`src/rtl/autosym_probe_pkg.sv`:
```
// Shared types and constants for the autosymmetry probe: FSM states, vector sizes
// and the log2 helper used to derive the autosymmetry degree.
package autosym_probe_pkg;

    localparam int unsigned N_IN     = 5;
    localparam int unsigned N_VEC    = 32;
    localparam int unsigned SETTLE_W = 4;

    typedef enum logic [1:0] {
        StIdle,
        StDrive,
        StScan,
        StDone
    } state_e;

    // The linear space of f always has a power-of-two size, so the highest set bit
    // of the popcount is the exact log2.
    function automatic logic [2:0] log2_pow2(input logic [N_VEC-1:0] mask);
        logic [5:0] cnt;
        logic [2:0] res;
        cnt = '0;
        res = '0;
        for (int i = 0; i < int'(N_VEC); i++) begin
            cnt = cnt + {5'd0, mask[i]};
        end
        for (int b = 0; b < 6; b++) begin
            if (cnt[b]) begin
                res = 3'(b);
            end
        end
        return res;
    endfunction

endpackage

```
`src/rtl/autosym_xor_check.sv`:
```
// Single-cycle invariance test: reports whether the stored truth table is unchanged
// when every input vector is XOR-translated by the candidate a.
module autosym_xor_check
    import autosym_probe_pkg::*;
(
    input  logic [N_VEC-1:0] truth_table,
    input  logic [N_IN-1:0]  a,
    output logic             invariant
);

    always_comb begin
        invariant = 1'b1;
        for (int x = 0; x < int'(N_VEC); x++) begin
            if (truth_table[N_IN'(x)] != truth_table[N_IN'(x) ^ a]) begin
                invariant = 1'b0;
            end
        end
    end

endmodule

```
`src/rtl/autosym_probe.sv`:
```
// Drives all 32 input vectors into an external 5-input function, records its truth
// table, then scans every XOR translation to find the linear space and its degree.
module autosym_probe
    import autosym_probe_pkg::*;
#(
    parameter int unsigned SETTLE = 0
) (
    input  logic             clk,
    input  logic             rst_n,
    input  logic             start,
    output logic             x0,
    output logic             x1,
    output logic             x2,
    output logic             x3,
    output logic             x4,
    input  logic             y0,
    output logic             busy,
    output logic             done,
    output logic [N_VEC-1:0] truth_table,
    output logic [N_VEC-1:0] lf_mask,
    output logic [2:0]       k
);

    localparam logic [SETTLE_W-1:0] HoldLast = SETTLE_W'(SETTLE);
    localparam logic [N_IN-1:0]     VecLast  = N_IN'(N_VEC - 1);

    state_e              state_q;
    logic [N_IN-1:0]     vec_q;
    logic [N_IN-1:0]     cand_q;
    logic [SETTLE_W-1:0] hold_q;
    logic [N_IN-1:0]     xvec_q;
    logic                busy_q;
    logic                done_q;
    logic [N_VEC-1:0]    tt_q;
    logic [N_VEC-1:0]    lf_q;
    logic [2:0]          k_q;
    logic                invariant;

    autosym_xor_check u_xor_check (
        .truth_table (tt_q),
        .a           (cand_q),
        .invariant   (invariant)
    );

    always_ff @(posedge clk) begin
        if (!rst_n) begin
            state_q <= StIdle;
            vec_q   <= '0;
            cand_q  <= '0;
            hold_q  <= '0;
            xvec_q  <= '0;
            busy_q  <= 1'b0;
            done_q  <= 1'b0;
            tt_q    <= '0;
            lf_q    <= '0;
            k_q     <= '0;
        end else begin
            done_q <= 1'b0;
            unique case (state_q)
                StIdle: begin
                    if (start) begin
                        state_q <= StDrive;
                        vec_q   <= '0;
                        hold_q  <= '0;
                        xvec_q  <= '0;
                        busy_q  <= 1'b1;
                        tt_q    <= '0;
                        lf_q    <= '0;
                        k_q     <= '0;
                    end
                end
                StDrive: begin
                    if (hold_q == HoldLast) begin
                        // y0 is only looked at on the final hold cycle of each vector.
                        tt_q[vec_q] <= y0;
                        hold_q      <= '0;
                        if (vec_q == VecLast) begin
                            state_q  <= StScan;
                            cand_q   <= N_IN'(1);
                            xvec_q   <= '0;
                            lf_q[0]  <= 1'b1;
                        end else begin
                            vec_q  <= vec_q + N_IN'(1);
                            xvec_q <= vec_q + N_IN'(1);
                        end
                    end else begin
                        hold_q <= hold_q + SETTLE_W'(1);
                    end
                end
                StScan: begin
                    lf_q[cand_q] <= invariant;
                    if (cand_q == VecLast) begin
                        state_q <= StDone;
                    end else begin
                        cand_q <= cand_q + N_IN'(1);
                    end
                end
                StDone: begin
                    k_q     <= log2_pow2(lf_q);
                    done_q  <= 1'b1;
                    busy_q  <= 1'b0;
                    vec_q   <= '0;
                    cand_q  <= '0;
                    state_q <= StIdle;
                end
                default: begin
                    state_q <= StIdle;
                end
            endcase
        end
    end

    assign {x4, x3, x2, x1, x0} = xvec_q;
    assign busy        = busy_q;
    assign done        = done_q;
    assign truth_table = tt_q;
    assign lf_mask     = lf_q;
    assign k           = k_q;

    a_done_pulse: assert property (@(posedge clk) disable iff (!rst_n) done_q |=> !done_q);
    a_done_idle:  assert property (@(posedge clk) disable iff (!rst_n) done_q |-> !busy_q);

endmodule

```
`config.mk`:
```
export PLATFORM = sky130hd
export DESIGN_NAME = autosym_probe
export DESIGN_NICKNAME = d
export VERILOG_FILES = /design/src/rtl/autosym_probe_pkg.sv /design/src/rtl/autosym_xor_check.sv /design/src/rtl/autosym_probe.sv
export SDC_FILE = /design/constraint.sdc
export NUM_CORES = 1
export LEC_CHECK = 0
export ABC_CLOCK_PERIOD_IN_PS = 7100
export CORE_MARGIN = 1.5
export CORE_UTILIZATION = 55
export DETAILED_ROUTE_END_ITERATION = 12
export PLACE_DENSITY = 0.81
export SLEW_MARGIN = 20
export SYNTH_ARGS = -nofsm -noshare
export SYNTH_HDL_FRONTEND = slang
export SYNTH_SLANG_ARGS = --single-unit
```
`constraint.sdc`:
```
create_clock -name clk -period 7.1 [get_ports clk]
set_clock_uncertainty 0.1 [all_clocks]
set_input_delay 1.775 -clock clk [delete_from_list [all_inputs] [get_ports clk]]
set_output_delay 1.775 -clock clk [all_outputs]
set_load 0.05 [all_outputs]
```
==> results <==
- The warning count from the yosys run is 0.
- The critical path's most frequent cell is sky130_fd_sc_hd__fa_1.
- The area of the core region is 0.0131 mm².
- The CTS buffer count is 9.
- The number of iterations in the first detailed-routing pass is 8.
- The routed length per placed instance is approximately 20 µm.
- The total number of vias is 6898.
- After the first detailed-routing iteration, the DRC count stood at roughly 770.
- The launching element type of the critical path is a flop.
- Compared with the post-synthesis result, the final layout area differs by 14.1%.
- The design draws 1.74 mW.
- Setup repair after global routing left no endpoint under its margin.
- The clock tree synthesis step divided the H-tree into 3 levels.
- For this design, the sink count on the clock tree is 90.
- The setup TNS is 0 ps.
- For this run, global-route usage on met3 was measured as 0.0608.
- The placed instances occupy a cell area of about 0.008 mm².
- The total power per unit cell area is 208 mW/mm².
- The clock reaches the later pin of the worst-skew pair after 360 ps.
- The count of fill cells added during filler insertion is about 1100.
- In this run the horizontal extent of the chip is approximately 120 µm.
- In the routed layout, each cell is associated on average with a via count of about 6.6.
- The ratio of final minimum period to clock period is 0.776.
- OpenSTA, run right after detailed placement, puts the worst setup slack at 1600 ps.
- The antenna cell count is 0.
- STA classifies the critical path endpoint as a flop.
- The total wire length is 20800 µm.
- Entering global routing, the biggest net connects 63 pins.
- Counting every net in the synthesized netlist gives 896.
- The number of max-slew violations in the final report is 0.
- The count of boundary I/O pins is 78.
- In this run the worst path has a maximum fanout of 4.
- The combined area of all synthesized cells is 0.00735 mm².
- The distinct cell type count of the synthesized netlist is 53.
- Across the run, the number of max-cap violations was 0.
- The flow ran to the end, and the final reports show no timing, DRC or antenna violations.
- Timing would allow up to 181 MHz.
- The layout cell share with drive strength beyond 1 is 0.0969.
- For the worst setup path, the data required time is 7280 ps.
- Synthesis inferred 90 register bits.
- Headroom to the max-slew limit came out at 0.314.
- The total of cells resized after clock tree synthesis is 0.
- The final routed DRC violation total is 0.
- At the worst endpoint, the arrival time is around 5700 ps.
- The area of all placed cells without fillers is 0.00839 mm².
- The number of synthesized flops with an enable pin is 0.
- The residual antenna-violating net count after detailed routing is 0.
- The setup violation total in the final timing report is 0.
- The final hold violation count is 0.
- met2 is the most crowded layer.
- Synthesis handed over a netlist of between 800 and 900 instances.
- After synthesis, the share of flip-flops with an asynchronous set or reset is 0.
- The longest individual stage delay on the worst path is 590 ps.
- The worst min-delay path category is flop to flop.
- The met2 routing resource usage after global routing is 0.476.
- The leftover overflow at the end of global routing is 0.
- The launching point of the worst reg2reg path is lf_mask[0].
- The launch instance of the worst min-delay path is xvec_q[1].
- The number of global-route vias before repair is 6378.
- The area occupied by registers is between 0.0015 and 0.002 mm².
- After clock tree synthesis, the flow added hold-fix buffers numbering 0.
- The total routing resource utilization after global routing is 0.296.
- Walking the worst path, the cells encountered are inv_1, fa_1, fa_1, fa_1, inv_1, fa_1, fa_1, inv_1, fa_1, inv_1, ha_1, inv_1, o21bai_1, a21oi_1, nor2b_1, or4_1, o21ai_0, o2111ai_1, a21boi_0.
- Input and output buffers added on the ports amount to 77.
- The congestion estimate from routability-driven global placement came to 1.01.
- The met1 global-route usage is 0.396.
- The buffer depth of the longest clock path is 2.
- The most used flip-flop cell after synthesis is sky130_fd_sc_hd__dfxtp_1.
- The multi-input combinational cells in the finished layout cover a total of 0.00502 mm².
- The buffer type at the clock tree root is sky130_fd_sc_hd__clkbuf_16.
- The worst setup path startpoint is lf_mask[0].
- The initial antenna violation count is 0.
- The post-CTS setup-driven buffer insertion count is 0.
- The worst-case IR drop observed on VDD is around 0.17 mV.
- Subtracting the final worst setup slack from the clock period gives 5510 ps.
- At the pin with the least slew margin, the transition time is a little over 1000 ps.
- The post-synthesis sequential area ratio is 0.245.
- The floorplan step defined a die boundary enclosing 0.0141 mm².
- Row generation in the floorplan step produced 42 rows.
- The critical path class is flop to flop.
- The HPWL after detailed placement is about 14000 µm.
- Setup slack on the critical path of the routed design comes to approximately 1600 ps.
- The first global-routing pass estimated 33600 µm of wire.
- For this configuration, the core starts out at a cell density of 0.559.
- The die is 119 µm tall.
- TritonCTS built the clock tree.
- After clock tree synthesis, the clock-pin slew on the worst setup and hold paths is 60 ps.
- The final layout net count is 923.
- The cell leakage power is 2.93 nW.
- The cell with the biggest individual delay on the critical path is sky130_fd_sc_hd__fa_1.
- The mean instance size in the synthesized netlist is 8.69 µm².
## metal layers
| metal | part of all wire | up-vias |
|---|---|---|
| met4 | 0.023 | 0 |
| met2 | 0.48 | 395 |
| li1 | - | 3144 |
| met3 | 0.087 | 56 |
| met5 | 0 | - |
| met1 | 0.41 | 3303 |
## placed cells by master (no fill, tap or decap), drive strengths merged, types with 7 or more instances in the layout
master         Yosys  layout
fa                24      24
nor3              10      10
mux2              16      16
a22oi             16      16
dfxtp             90      90
nand4             33      33
nor2              23      23
and3               9       9
clkbuf            43      12
inv               50      51
a21oi             34      34
mux4              31      31
o21a               7       7
nor2b             21      21
nand2             39      39
a31oi             17      17
buf               28      11
ha                22      22
clkdlybuf4s50      0      76
o22ai             15      15
and2              35      35
mux2i             33      33
nand3             14      14
a21boi            74      74
nand2b             7       7
o21ai            107     107
xnor2              7       7
## synth_stat cells (3+ instances only)
master / n / area share
sky130_fd_sc_hd__nor2_1: 23 / 0.012
sky130_fd_sc_hd__or3_1: 4 / 0.0034
sky130_fd_sc_hd__mux2_2: 15 / 0.023
sky130_fd_sc_hd__dfxtp_1: 90 / 0.25
sky130_fd_sc_hd__nand2b_1: 7 / 0.0060
sky130_fd_sc_hd__ha_1: 22 / 0.037
sky130_fd_sc_hd__nand3_1: 14 / 0.0095
sky130_fd_sc_hd__buf_6: 7 / 0.011
sky130_fd_sc_hd__a21boi_0: 44 / 0.045
sky130_fd_sc_hd__o22ai_1: 15 / 0.013
sky130_fd_sc_hd__buf_1: 5 / 0.0026
sky130_fd_sc_hd__o21a_1: 7 / 0.0072
sky130_fd_sc_hd__mux4_2: 31 / 0.095
sky130_fd_sc_hd__a32oi_1: 4 / 0.0048
sky130_fd_sc_hd__nand2_1: 39 / 0.020
sky130_fd_sc_hd__and2_1: 35 / 0.030
sky130_fd_sc_hd__or4_1: 4 / 0.0041
sky130_fd_sc_hd__xnor2_1: 7 / 0.0083
sky130_fd_sc_hd__a21boi_1: 30 / 0.031
sky130_fd_sc_hd__nor3_1: 10 / 0.0068
sky130_fd_sc_hd__o21ai_0: 107 / 0.073
sky130_fd_sc_hd__fa_1: 24 / 0.065
sky130_fd_sc_hd__and3_1: 9 / 0.0077
sky130_fd_sc_hd__o31ai_1: 3 / 0.0031
sky130_fd_sc_hd__mux2i_1: 33 / 0.045
sky130_fd_sc_hd__a22oi_1: 16 / 0.016
sky130_fd_sc_hd__or2_2: 3 / 0.0026
sky130_fd_sc_hd__nor2b_1: 21 / 0.018
sky130_fd_sc_hd__clkbuf_1: 43 / 0.022
sky130_fd_sc_hd__buf_2: 14 / 0.0095
sky130_fd_sc_hd__a21oi_1: 34 / 0.023
sky130_fd_sc_hd__inv_1: 50 / 0.026
sky130_fd_sc_hd__a31oi_1: 17 / 0.014
sky130_fd_sc_hd__nand4_1: 33 / 0.028
## final timing paths
kind / cells after the start / end / slack [ps]
setup / recovery: 19 / k[1] / 1590
setup reg to reg: 19 / k[1] / 1590
hold reg to reg: 2 / xvec_q[1] / 370
hold / removal: 2 / xvec_q[1] / 370
## layout make-up
type                       count  share of cell area
clock buffer                  12              0.0306
clock inverter                 3             0.00567
multi-input combinational    633               0.599
inverter                      52              0.0233
tap                          176              0.0263
timing repair buffer          87               0.100
sequential                    90               0.215
## power by group
group	internal [mW]	total, mW	switching [mW]
registers	0.521	0.539	0.0180
clock network	0.292	0.496	0.204
logic	0.230	0.706	0.476
total	1.04	1.74	0.698
## critical path: cells and delay by family (launching register included)
kind,cells,cell delay [ps]
adders and majority gates,7,3290
DFF,1,370
buffers and inverters,5,340
AOI/OAI and AO/OA,5,820
and+or+nand+nor,2,540
## logic make-up after synthesis
| family | count (synthesis) | share of synthesized area |
|---|---|---|
| simple gates | 207 | 0.155 |
| flops | 90 | 0.245 |
| xor+xnor | 9 | 0.0107 |
| compound gates | 291 | 0.249 |
| mux | 80 | 0.164 |
| buf+inv | 123 | 0.0734 |
| fa+ha+maj | 46 | 0.103 |
## sequential cells by signal, summed over array words and instances (netlist names)
signal	flops
lf_mask	32
hold_q	4
truth_table	32
state_q	2
done	1
xvec_q	5
vec_q	5
cand_q	5
busy	1
k	3
## per-stage QoR
stage	hold WS, ps	instances	utilization
final	368	1053	0.638
after global routing	393	1053	0.638
after CTS	372	1053	0.638
after detailed placement	360	1038	0.615
after global placement	356	1038	0.615
after floorplan	365	846	-
(Power assumes the default switching activity.)
